$ cat src/rtl/ktc32_mem_pkg.sv
// Shared types and widths for the RAM port arbiter.
package ktc32_mem_pkg;
   localparam int ADDR_W   = 16;
   localparam int RAM_WD_W = 16;
   localparam int RAM_RD_W = 32;

   typedef enum logic [1:0] {
      BYTE = 2'd0,
      HALF = 2'd1,
      WORD = 2'd2
   } mem_size_t;

   typedef enum logic [1:0] {
      IDLE   = 2'd0,
      WR_HI  = 2'd1,
      RMW_WR = 2'd2
   } arb_state_t;
endpackage

$ cat src/rtl/ram_arbiter.sv
// Shares one RAM port between fetch and load/store; splits word stores into two
// half-writes and turns byte stores into read-modify-write.
module ram_arbiter
   import ktc32_mem_pkg::*;
(
   input  logic                clk,
   input  logic                rst,
   input  logic                if_req,
   input  logic [ADDR_W-1:0]   if_addr,
   output logic                if_gnt,
   output logic                if_rvalid,
   output logic [RAM_RD_W-1:0] if_rdata,
   input  logic                d_req,
   input  logic                d_we,
   input  logic [1:0]          d_size,
   input  logic [ADDR_W-1:0]   d_addr,
   input  logic [31:0]         d_wdata,
   output logic                d_gnt,
   output logic                d_rvalid,
   output logic [RAM_RD_W-1:0] d_rdata,
   output logic                d_wack,
   output logic                ram_we,
   output logic [ADDR_W-1:0]   ram_addr,
   output logic [RAM_WD_W-1:0] ram_wd,
   input  logic [RAM_RD_W-1:0] ram_data
);

   arb_state_t          r_state;
   logic                r_last_data;
   logic [ADDR_W-1:0]   r_addr;
   logic [RAM_WD_W-1:0] r_wd;

   logic w_idle, w_d_gnt, w_if_gnt, w_is_byte, w_is_half;

   assign w_idle    = (r_state == IDLE) && !rst;
   assign w_is_byte = (d_size == BYTE);
   assign w_is_half = (d_size == HALF);
   // Data wins a conflict unless it was the last port served.
   assign w_d_gnt   = w_idle && d_req && (!if_req || !r_last_data);
   assign w_if_gnt  = w_idle && if_req && !w_d_gnt;
   assign d_gnt     = w_d_gnt;
   assign if_gnt    = w_if_gnt;

   always_comb begin
      ram_we   = 1'b0;
      ram_addr = if_addr;
      ram_wd   = '0;
      if (r_state != IDLE) begin
         ram_we   = 1'b1;
         ram_addr = r_addr;
         ram_wd   = r_wd;
      end else if (w_d_gnt) begin
         ram_addr = d_addr;
         if (d_we && !w_is_byte) begin
            ram_we = 1'b1;
            ram_wd = d_wdata[15:0];
         end
      end
   end

   always_ff @(posedge clk or posedge rst) begin
      if (rst) begin
         r_state     <= IDLE;
         r_last_data <= 1'b0;
         r_addr      <= '0;
         r_wd        <= '0;
         if_rvalid   <= 1'b0;
         if_rdata    <= '0;
         d_rvalid    <= 1'b0;
         d_rdata     <= '0;
         d_wack      <= 1'b0;
      end else begin
         if_rvalid <= w_if_gnt;
         d_rvalid  <= w_d_gnt && !d_we;
         d_wack    <= (r_state != IDLE) || (w_d_gnt && d_we && w_is_half);
         if (w_if_gnt) begin
            if_rdata    <= ram_data;
            r_last_data <= 1'b0;
         end
         if (w_d_gnt) begin
            r_last_data <= 1'b1;
            if (!d_we) d_rdata <= ram_data;
         end
         if (r_state != IDLE) begin
            r_state <= IDLE;
         end else if (w_d_gnt && d_we && !w_is_half) begin
            if (w_is_byte) begin
               // Keep the neighbouring byte read this cycle; rewrite the pair next cycle.
               r_state <= RMW_WR;
               r_addr  <= d_addr;
               r_wd    <= {ram_data[15:8], d_wdata[7:0]};
            end else begin
               r_state <= WR_HI;
               r_addr  <= d_addr + 16'd2;
               r_wd    <= d_wdata[31:16];
            end
         end
      end
   end

endmodule

$ cat config.mk
export PLATFORM = sky130hd
export DESIGN_NAME = ram_arbiter
export DESIGN_NICKNAME = d
export VERILOG_FILES = /design/src/rtl/ktc32_mem_pkg.sv /design/src/rtl/ram_arbiter.sv
export SDC_FILE = /design/constraint.sdc
export NUM_CORES = 1
export LEC_CHECK = 0
export BUFFER_PORTS_ARGS = -buffer_cell sky130_fd_sc_hd__buf_2
export CAP_MARGIN = 25
export CORE_MARGIN = 3
export CORE_UTILIZATION = 48
export CTS_CLUSTER_DIAMETER = 50
export CTS_CLUSTER_SIZE = 10
export DETAILED_ROUTE_END_ITERATION = 10
export PLACE_DENSITY_LB_ADDON = 0.25
export SYNTH_ARGS = -nofsm -noshare
export SYNTH_HDL_FRONTEND = slang
export SYNTH_SLANG_ARGS = --single-unit
$ cat constraint.sdc
create_clock -name clk -period 4.25 [get_ports clk]
set_input_delay 0.85 -clock clk [delete_from_list [all_inputs] [get_ports clk]]
set_output_delay 0.85 -clock clk [all_outputs]
set_load 0.02 [all_outputs]
==> flow_summary.json <==
{
  "cp-start-kind": "input pin",
  "holdBufCountCts": 0,
  "critPathCaptureType": "output port",
  "async_flop_share_pct": 100,
  "required_ps": 3400,
  "rsz0062_at_grt": "no",
  "placementRows": 36,
  "syn_area_per_cell_um2": 12.0,
  "synthTopCellsByArea": "dfrtp_1 (53%), mux2_4 (9.0%), mux2_2 (8.4%), mux2i_1 (7.0%), o21ai_0 (4.7%)",
  "hold_viol": 0,
  "dieArea_um2": 11300,
  "yosysTopAreaCellShare_pct": 52.6,
  "die_h_um": 107,
  "num_vias": 3797,
  "setup_viol": 0,
  "routed_via_density": 5.14,
  "slew_violations": 0,
  "ant_nets": 0,
  "clkTransAtPathRegs_ps": 90,
  "synth_cell_types": 37,
  "grt_first_pass_wirelength_mm": 19.1,
  "fp.dieW_um": 107,
  "yosysWarnings": 0,
  "synthFlopType": "dfrtp_1",
  "max_slew_margin_pct": 32.2,
  "critical_path.most_common_cell": "buf_2",
  "diodes": 0,
  "leakage_uw": 0.00319,
  "worst_pin_slew_ps": 1020,
  "worstReg2RegStart": "r_state[0]",
  "coreArea_um2": 9820,
  "worstPathArrival_ps": 2390,
  "max_freq_mhz": 309,
  "clock_path_buffers": 2,
  "period_minus_slack_ps": 3240,
  "crit_chain": "buf_2 -> nor4b_4 -> nand2_1 -> nor2_1 -> buf_4 -> a22o_1 -> buf_2",
  "antenna_found_initial": 2,
  "wl_mm": 12.1,
  "final_nets": 704,
  "synth-edff-count": 0,
  "cts_tree": "yes",
  "first_global_vias": 3847,
  "slowest_delay_ps": 500,
  "cp_max_fo": 8,
  "synth_most_common_cell": "dfrtp_1",
  "cts_setup_buffers": 0,
  "cts.sinks": 102,
  "min_from": "r_addr[12]",
  "synth_commonest_cells": "dfrtp_1 (102), nand2_1 (52), o21ai_0 (46)",
  "clk_latency_ps": 350,
  "dpl.hpwl_mm": 9.02,
  "rr_worst_depth": 4,
  "gr-total-overflow": 0,
  "worstReg2RegEnd": "d_rdata[21]",
  "tns_ps": 0,
  "crit_type": "in2out",
  "root_buffer": "clkbuf_8",
  "syn_inst": 403,
  "min_delay_path_depth": 2,
  "wl_per_cell_um": 16.3,
  "drive_gt1_share_pct": 49.4,
  "area_delta_synth_final_pct": 27.7,
  "r2r_slack_ps": 1620,
  "start_util_pct": 49.4,
  "syn_area_um2": 4850,
  "drtPass1Iterations": 4,
  "numPortBuffers": 204,
  "grt_max_degree": 47,
  "synth_nets": 507,
  "drt-initial-drc-count": 141,
  "gr-usage-all-layers_pct": 21.1,
  "skew_ps": 15.8,
  "power_density_nw_per_um2": 458,
  "hold_slack_ps": 487,
  "post_cts_resize_count": 0,
  "ios": 205,
  "ys_seq_area_share_pct": 52.6,
  "cp_slowest_cell": "nor4b_4",
  "worstHoldEndpoint": "r_addr[12]",
  "maxCapViolCount": 0,
  "ys_ff_latch": 102,
  "vdd_drop_max_uv": 312,
  "status": "complete, no violations",
  "hp-class": "reg2reg",
  "cts_buffers": 9,
  "finalCritPeriodShare_pct": 76.1,
  "yosys.area.top_type": "dfrtp_1",
  "cts_htree_levels": 3,
  "post-route-drc-count": 0,
  "gp_congestion": 0.804
}
[how the worst max path moves through the flow]
stage / startpoint / to / slack (ps) / depth (start not counted)
finish: rst / ram_wd[7] / 1010 / 7
global route: d_we / ram_wd[14] / 850 / 7
CTS: rst / ram_addr[3] / 1010 / 6
detailed placement: rst / ram_addr[3] / 1020 / 6
global placement: rst / d_rdata[1] / 1070 / 5
floorplan: rst / d_rdata[0] / 720 / 1
[report_power, final]
| part | total (uW) | leakage, uW | internal, uW | switching [uW] |
|---|---|---|---|---|
| clock | 641 | 0.000105 | 298 | 343 |
| combinational | 863 | 0.00185 | 375 | 488 |
| sequential | 1330 | 0.00123 | 1200 | 126 |
| total | 2840 | 0.00319 | 1880 | 957 |
[sequential cells by signal, indices dropped and copies added, names as in the netlist]
signal       flops
d_rdata         32
if_rdata        32
r_addr          16
r_wd            16
r_state          2
d_rvalid         1
d_wack           1
if_rvalid        1
r_last_data      1
[placed cells by master (no fill, tap or decap), drive strengths merged]
| cell | synthesis | layout |
|---|---|---|
| and3 | 3 | 3 |
| dfrtp | 102 | 102 |
| o31a | 1 | 1 |
| bufinv | 0 | 1 |
| o2111ai | 1 | 1 |
| o21ai | 47 | 47 |
| a21oi | 1 | 1 |
| xnor2 | 9 | 9 |
| nor3b | 1 | 1 |
| nor4 | 4 | 4 |
| nor4b | 1 | 1 |
| nand2b | 2 | 2 |
| nand4 | 6 | 6 |
| ha | 1 | 1 |
| nand2 | 53 | 53 |
| clkinv | 0 | 1 |
| o211ai | 2 | 2 |
| buf | 9 | 211 |
| o41a | 1 | 1 |
| clkbuf | 16 | 10 |
| inv | 4 | 7 |
| clkinvlp | 0 | 1 |
| nor2 | 9 | 9 |
| a22o | 16 | 16 |
| xor2 | 3 | 3 |
| a31oi | 1 | 1 |
| nor3 | 3 | 3 |
| nand3 | 4 | 4 |
| nand4b | 1 | 1 |
| mux2 | 65 | 65 |
| mux2i | 34 | 34 |
| or2 | 2 | 2 |
| a21boi | 1 | 1 |
[kinds of logic (layout without fill, tap and decap cells)]
group / after synthesis / after routing / synth area share [%]
flip-flops: 102 / 102 / 52.6
multiplexers: 99 / 99 / 24.3
AND/OR/NAND/NOR: 89 / 89 / 8.74
AO/OA/AOI/OAI: 71 / 71 / 9.03
buffers and inverters: 29 / 231 / 2.84
XOR/XNOR: 12 / 12 / 2.17
adder cells (fa/ha/maj): 1 / 1 / 0.258
[critical path, delay by kind of cell]
| kind | cells | cell delay, ps |
|---|---|---|
| and+or+nand+nor | 3 | 880 |
| AOI/OAI and AO/OA | 1 | 140 |
| buffers and inverters | 3 | 510 |
[layout make-up]
type / instances / area, um^2
clock buffer: 10 / 138
clock inverter: 6 / 75.1
fill: 829 / 3620
inverter: 4 / 17.5
multi-input combinational: 272 / 2170
sequential: 102 / 2550
tap: 133 / 166
timing repair buffer: 211 / 1070
[metal layers]
metal / GRT usage, % / vias to the layer above / wire [um]
li1: - / 1822 / -
met1: 26.9 / 1788 / 5100
met2: 35.3 / 166 / 5790
met3: 6.01 / 17 / 1020
met4: 5.66 / 4 / 119
met5: 0 / - / 22
[stage by stage]
| step | util [%] | area [um^2] | setup slack, ps | cells | total power [uW] |
|---|---|---|---|---|---|
| floorplan | - | 4850 | 725 | 403 | 1890 |
| global placement | 60.9 | 5980 | 1070 | 722 | 2190 |
| detailed placement | 60.9 | 5980 | 1020 | 722 | 2220 |
| CTS | 63.1 | 6190 | 1010 | 738 | 2870 |
| global route | 63.1 | 6190 | 853 | 738 | 2990 |
| finish | 63.1 | 6190 | 1010 | 738 | 2840 |
Note: power is estimated with default switching activity, not from simulation.
